===== src/rtl/registersstage1_pkg.sv =====
// Shared types and constants for pipeline stage 1: opcodes, bus widths, ALU ops, stage states.
package registersstage1_pkg;

  typedef logic [31:0] t_reg;
  typedef logic [4:0]  t_opcode;
  typedef logic [3:0]  t_alu_op;
  typedef logic [1:0]  t_s1_state;

  typedef enum logic [1:0] {
    CW_BYTE = 2'd0,
    CW_WORD = 2'd1,
    CW_LONG = 2'd2
  } t_cycle_width;

  localparam t_opcode OPCODE_NOP   = 5'd0;
  localparam t_opcode OPCODE_LOAD  = 5'd1;
  localparam t_opcode OPCODE_STORE = 5'd2;
  localparam t_opcode OPCODE_LOADI = 5'd3;
  localparam t_opcode OPCODE_ALU   = 5'd4;
  localparam t_opcode OPCODE_ALUM  = 5'd5;
  localparam t_opcode OPCODE_HALT  = 5'd6;

  localparam t_s1_state S1_RUN      = 2'd0;
  localparam t_s1_state S1_BUS_WAIT = 2'd1;
  localparam t_s1_state S1_HALTED   = 2'd2;

  localparam logic [31:0] NOP_INSTRUCTION = {OPCODE_NOP, 27'h0};

  // The reserved width encoding is treated as a full long-word cycle.
  function automatic t_cycle_width decode_width(input logic [1:0] field);
    t_cycle_width width;
    case (field)
      2'd0:    width = CW_BYTE;
      2'd1:    width = CW_WORD;
      default: width = CW_LONG;
    endcase
    return width;
  endfunction

endpackage


===== src/rtl/registersstage1_hazard_detect.sv =====
// Read-after-write interlock: flags an instruction that reads a register stage 2 is about to write.
module registersstage1_hazard_detect
  import registersstage1_pkg::*;
(
  input  t_opcode    opcode,
  input  logic [3:0] index_a,
  input  logic [3:0] index_b,
  input  logic [3:0] write_index,
  input  logic       write_pending,
  output logic       hazard
);

  logic reads_a;
  logic reads_b;

  // Only ports the instruction really consumes count; LOAD's [23:20] is a destination.
  always_comb begin
    reads_a = 1'b0;
    reads_b = 1'b0;
    case (opcode)
      OPCODE_LOAD, OPCODE_ALUM: reads_a = 1'b1;
      OPCODE_STORE, OPCODE_ALU: begin
        reads_a = 1'b1;
        reads_b = 1'b1;
      end
      default: ;
    endcase
  end

  assign hazard = write_pending &&
                  ((reads_a && (index_a == write_index)) ||
                   (reads_b && (index_b == write_index)));

endmodule


===== src/rtl/registersstage1.sv =====
// Pipeline stage 1: register read, memory bus issue, ALU operand setup, interlock and halt.
module registersstage1
  import registersstage1_pkg::*;
(
  input  logic         clock,
  input  logic         reset,
  input  logic [31:0]  inbound_instruction,
  output logic [31:0]  outbound_instruction,
  output logic [3:0]   read_index_a,
  output logic [3:0]   read_index_b,
  input  t_reg         read_data_a,
  input  t_reg         read_data_b,
  input  logic [3:0]   stage2_write_index,
  input  logic         stage2_write_pending,
  output logic [31:0]  bus_address,
  output t_cycle_width bus_cycle_width,
  output logic         bus_read,
  output logic         bus_write,
  output t_reg         bus_data_out,
  input  logic         bus_ready,
  output t_alu_op      alu_op,
  output t_reg         alu_operand_a,
  output t_reg         alu_operand_b,
  output logic         stall,
  output logic         halting
);

  t_opcode opcode;
  logic    is_load;
  logic    is_store;
  logic    is_mem;
  logic    hazard;
  t_reg    offset_sext;
  t_reg    alum_imm;
  t_reg    mem_address;
  logic    unused_bit;

  t_s1_state    state_q, state_d;
  logic [31:0]  outbound_q, outbound_d;
  logic [31:0]  held_q, held_d;
  logic         bus_read_q, bus_read_d;
  logic         bus_write_q, bus_write_d;
  logic [31:0]  bus_address_q, bus_address_d;
  t_cycle_width width_q, width_d;
  t_reg         data_q, data_d;
  t_alu_op      alu_op_q, alu_op_d;
  t_reg         alu_a_q, alu_a_d;
  t_reg         alu_b_q, alu_b_d;
  logic         stall_q, stall_d;
  logic         halting_q, halting_d;

  assign opcode     = inbound_instruction[31:27];
  assign is_load    = (opcode == OPCODE_LOAD);
  assign is_store   = (opcode == OPCODE_STORE);
  assign is_mem     = is_load || is_store;
  assign unused_bit = inbound_instruction[24];

  // Memory ops read their store-data register through port B.
  assign read_index_a = inbound_instruction[19:16];
  assign read_index_b = is_mem ? inbound_instruction[23:20] : inbound_instruction[15:12];

  assign offset_sext = {{16{inbound_instruction[15]}}, inbound_instruction[15:0]};
  assign alum_imm    = {{20{inbound_instruction[15]}}, inbound_instruction[15:4]};
  assign mem_address = read_data_a + offset_sext;

  registersstage1_hazard_detect u_hazard_detect (
    .opcode        (opcode),
    .index_a       (read_index_a),
    .index_b       (read_index_b),
    .write_index   (stage2_write_index),
    .write_pending (stage2_write_pending),
    .hazard        (hazard)
  );

  always_comb begin
    state_d       = state_q;
    outbound_d    = NOP_INSTRUCTION;
    held_d        = held_q;
    bus_read_d    = 1'b0;
    bus_write_d   = 1'b0;
    bus_address_d = bus_address_q;
    width_d       = width_q;
    data_d        = data_q;
    alu_op_d      = alu_op_q;
    alu_a_d       = alu_a_q;
    alu_b_d       = alu_b_q;
    stall_d       = 1'b0;
    halting_d     = halting_q;

    unique case (state_q)
      S1_RUN: begin
        if (hazard) begin
          stall_d = 1'b1;
        end else begin
          outbound_d = inbound_instruction;
          case (opcode)
            OPCODE_LOAD, OPCODE_STORE: begin
              bus_address_d = mem_address;
              width_d       = decode_width(inbound_instruction[26:25]);
              bus_read_d    = is_load;
              bus_write_d   = is_store;
              if (is_store) data_d = read_data_b;
              // Without an immediate ready the instruction waits here until the bus completes.
              if (!bus_ready) begin
                state_d    = S1_BUS_WAIT;
                held_d     = inbound_instruction;
                outbound_d = NOP_INSTRUCTION;
                stall_d    = 1'b1;
              end
            end
            OPCODE_ALU: begin
              alu_op_d = inbound_instruction[3:0];
              alu_a_d  = read_data_a;
              alu_b_d  = read_data_b;
            end
            OPCODE_ALUM: begin
              alu_op_d = inbound_instruction[3:0];
              alu_a_d  = read_data_a;
              alu_b_d  = alum_imm;
            end
            OPCODE_HALT: begin
              state_d   = S1_HALTED;
              halting_d = 1'b1;
              stall_d   = 1'b1;
            end
            default: ;
          endcase
        end
      end
      S1_BUS_WAIT: begin
        bus_read_d  = bus_read_q;
        bus_write_d = bus_write_q;
        stall_d     = 1'b1;
        if (bus_ready) begin
          state_d     = S1_RUN;
          outbound_d  = held_q;
          bus_read_d  = 1'b0;
          bus_write_d = 1'b0;
          stall_d     = 1'b0;
        end
      end
      S1_HALTED: begin
        stall_d = 1'b1;
      end
      default: begin
        state_d = S1_RUN;
      end
    endcase
  end

  always_ff @(posedge clock or negedge reset) begin
    if (!reset) begin
      state_q       <= S1_RUN;
      outbound_q    <= NOP_INSTRUCTION;
      held_q        <= NOP_INSTRUCTION;
      bus_read_q    <= 1'b0;
      bus_write_q   <= 1'b0;
      bus_address_q <= '0;
      width_q       <= CW_LONG;
      data_q        <= '0;
      alu_op_q      <= '0;
      alu_a_q       <= '0;
      alu_b_q       <= '0;
      stall_q       <= 1'b0;
      halting_q     <= 1'b0;
    end else begin
      state_q       <= state_d;
      outbound_q    <= outbound_d;
      held_q        <= held_d;
      bus_read_q    <= bus_read_d;
      bus_write_q   <= bus_write_d;
      bus_address_q <= bus_address_d;
      width_q       <= width_d;
      data_q        <= data_d;
      alu_op_q      <= alu_op_d;
      alu_a_q       <= alu_a_d;
      alu_b_q       <= alu_b_d;
      stall_q       <= stall_d;
      halting_q     <= halting_d;
    end
  end

  assign outbound_instruction = outbound_q;
  assign bus_read             = bus_read_q;
  assign bus_write            = bus_write_q;
  assign bus_address          = bus_address_q;
  assign bus_cycle_width      = width_q;
  assign bus_data_out         = data_q;
  assign alu_op               = alu_op_q;
  assign alu_operand_a        = alu_a_q;
  assign alu_operand_b        = alu_b_q;
  assign stall                = stall_q;
  assign halting              = halting_q;

endmodule

===== config.mk =====
export PLATFORM = sky130hd
export DESIGN_NAME = registersstage1
export DESIGN_NICKNAME = d
export VERILOG_FILES = /design/src/rtl/registersstage1_pkg.sv /design/src/rtl/registersstage1_hazard_detect.sv /design/src/rtl/registersstage1.sv
export SDC_FILE = /design/constraint.sdc
export NUM_CORES = 1
export LEC_CHECK = 0
export CORE_UTILIZATION = 40
export DETAILED_ROUTE_END_ITERATION = 8
export GPL_ROUTABILITY_DRIVEN = 0
export HOLD_SLACK_MARGIN = 0.06
export PLACE_DENSITY = 0.7
export SYNTH_ARGS = -nofsm -noshare
export SYNTH_HDL_FRONTEND = slang
export SYNTH_SLANG_ARGS = --single-unit

===== constraint.sdc =====
create_clock -name clock -period 5.1 [get_ports clock]
set_clock_uncertainty 0.2 [all_clocks]
set_input_delay 1.53 -clock clock [delete_from_list [all_inputs] [get_ports clock]]
set_output_delay 1.53 -clock clock [all_outputs]
set_load 0.02 [all_outputs]

==> impl_metrics.toml <==
[setup_path]
cpMaxStageDelayCell = "clkdlybuf4s50_1"
critical_path.most_common_cell = "clkdlybuf4s50_1"
worst_path_dominant_cell_family = "buffers and inverters"
cp_data_required_time_ps = 3370
cpPeakStageDelay_ps = 600
critPathCaptureType = "output pin"
worst_setup_path_startpoint = "inbound_instruction[27]"
launch_instance_of_the_worst_register_to_register_path = "state_q[0]"
cp_max_fo = 4
critical_path.n_buffers_inverters = 2
critical_path_arrival_ps = 3270
crit_chain = "clkdlybuf4s50_1 > xor2_1 > nand2_2 > mux2_2 > clkdlybuf4s50_1"
criticalPathCategory = "primary input to output pin"
worstSetupStartpointType = "primary input"

[cells_and_area]
finish.utilization_pct = 57.66
layout-drive-gt1-share_pct = 16.17
layout.area.seq_mm2 = 0.005106
final_net_count = 1253
layout-area-overhead-vs-synth_pct = 42.08
most_common_cell_after_layout_fill_and_taps_aside = "clkdlybuf4s50_1"
layout.cells.most_common_list = "clkdlybuf4s50_1, dfrtp_1, mux2_2, a21oi_1, nand2_1"
fillerInstances = 2000
stdcell_area_mm2 = 0.01349
multi_input_comb_area_mm2 = 0.004104
diodes = 0

[clock_network]
number_of_clock_sinks_seen_by_cts = 204
clk_root_buffer_cell = "clkbuf_16"
worstSkewPairLatency_ps = 500
cts_post_setup_buffers_inserted = 0
htree_levels = 1
cts_hold_buffers = 0
cts_clk_pin_slew_worst_paths_ps = 60
clk_buf_depth = 3
number_of_gates_given_a_new_drive_strength_after_cts = 0
cts_tree = "done"
cts_made_buffers = 23

[logic_synthesis]
synth_edf_count = 0
synth-async-reset-ratio_pct = 100.0
synth-seq-area-share_pct = 53.77
synth_warnings = 0
postSynthCellCount = 821
synth-seq-cells = 204
synth_fp_nets = 957
syn_area_mm2 = 0.009497
synthFlopType = "dfrtp_1"
syn-mean-instance-area_um2 = 11.57
synth.distinct_cells = 60

[min_path]
hp-start = "bus_cycle_width[1]"
min_path_type = "flip-flop to flip-flop"

[pwr]
power.ir.vdd_worst_uv = 368.1
power_density_mw_per_mm2 = 474.1
leakage_nw = 5.975

[sta]
hold_viol = 0
maxSlewHeadroom_pct = 30.12
finalWorstPathRequiredPeriod_ps = 4999
final_worst_path_period_share_pct = 98.02
tightestPinTransition_ps = 1035
fmax_mhz = 200.0
timing_max_transition_violations_final = 0
hold_slack_ps = 259.2
finalSetupViolations = 0
setup_total_negative_slack_ps = 0
rsz0062_at_grt = "false"

[job]
cap_violations = 0

[global_route]
number_of_global_route_vias_before_repair = 7352
gr-usage-met2_pct = 36.14
number_of_antenna_violations_at_the_first_check_in_global_routing = 0
track_usage_pct = 21.92
grt_start_max_net_pins = 115
global_route.peak_usage_layer = "met2"
grt_first_pass_wirelength_mm = 41.53
grt_use_met1_pct = 29.00
globalRoute.totalOverflow = 0
grtUsageMet3_pct = 4.500

[floorplanning]
die_width_um = 156.1
design.die.area_mm2 = 0.02436
floorplan.io_pins = 282
initial_utilization_pct = 40.58
rows = 56
dieHeight_um = 156.1
core_region_mm2 = 0.02340

[drt]
via_cell_ratio = 5.118
drc = 0
ant_nets = 0
route.final.wire_length_mm = 26.92
via_count = 7426
detail_route.first_pass.iterations = 5
iter_0_drt_violations = 455
drt-wirelength-per-cell_um = 18.55

[placement]
dpl_cell_area_mm2 = 0.01276
placement.io_buffers = 281
hpwlAfterDp_mm = 19.70

[status]
result_of_the_run = "finished clean"
-- worst reg2reg max path: cells and delay by family, from the launching register on --
kind / cells / cell delay (ps)
AO/OA/AOI/OAI: 1 / 410
flip-flops: 1 / 410
AND/OR/NAND/NOR: 4 / 1450
-- sequential cells by signal, summed over array words and instances (netlist names) --
signal                flops
alu_operand_a            32
alu_operand_b            32
bus_address              32
bus_data_out             32
held_q                   32
outbound_instruction     32
alu_op                    4
bus_cycle_width           2
state_q                   2
bus_read                  1
bus_write                 1
halting                   1
stall                     1
-- report_power, final --
part           internal [mW]  switching (mW)  total, mW
clock network          0.949           0.653       1.60
registers               2.12           0.240       2.36
logic                   1.21            1.23       2.44
total                   4.28            2.12       6.40
-- cell families after synthesis --
kind of cell / Yosys count / synth area share [%]
DFF: 204 / 53.77
and+or+nand+nor: 165 / 8.129
AOI/OAI and AO/OA: 215 / 14.35
buffers and inverters: 58 / 3.149
adders and majority gates: 32 / 4.295
muxes: 110 / 12.90
xor gates and xnor gates: 37 / 3.412
-- final cells by class --
cell class	count	share of cell area (%)
sequential	204	37.84
multi-input combinational	559	30.42
timing repair buffer	313	22.94
clock buffer	32	4.887
tap	319	2.958
clock inverter	8	0.5100
inverter	16	0.4451
-- routing by layer --
layer / share of wire [%] / routed length (µm) / vias to the layer above
li1: - / - / 3540
met1: 44 / 11740 / 3611
met2: 48 / 12860 / 229
met3: 6.0 / 1628 / 46
met4: 2.6 / 688 / 0
met5: 0 / 0 / -
-- cell usage after synthesis, types with 4 or more instances --
cell type	n	share of area, %
nand2_1	63	2.5
xor2_1	18	1.7
buf_4	5	0.40
mux2_2	97	12
and2_1	7	0.46
buf_2	14	0.74
a22o_1	32	3.0
nor3_1	11	0.58
o21a_1	6	0.47
a211oi_1	4	0.32
buf_6	6	0.71
ha_1	31	4.1
clkbuf_1	17	0.67
o21bai_1	5	0.40
nor2_1	51	2.0
dfrtp_1	203	53
a31oi_1	4	0.26
mux2i_1	11	1.2
inv_1	16	0.63
a21o_1	14	1.1
a21oi_1	84	4.4
xnor2_1	19	1.8
o21ai_0	44	2.3
nand3_1	7	0.37
-- path summary, 6_finish.rpt --
check	endpoint	slack, ps	cells past startpoint
hold / removal	bus_cycle_width[1]	260	2
setup / recovery	read_index_b[0]	100	5
max in group asynchronous	alu_operand_a[28]	2880	2
setup reg to reg	bus_address[30]	2570	5
hold reg to reg	bus_cycle_width[1]	260	2
min in group asynchronous	bus_data_out[19]	890	1
-- through the flow --
stage / cells / power, mW / worst slack [ps]
floorplan: 821 / 3.570 / 753.2
global placement: 1411 / 4.792 / 71.83
finish: 1451 / 6.397 / 101.1
CTS: 1451 / 6.471 / 90.88
detailed placement: 1411 / 4.836 / -11.64
global route: 1451 / 6.734 / 31.94
(Power assumes the default switching activity.)
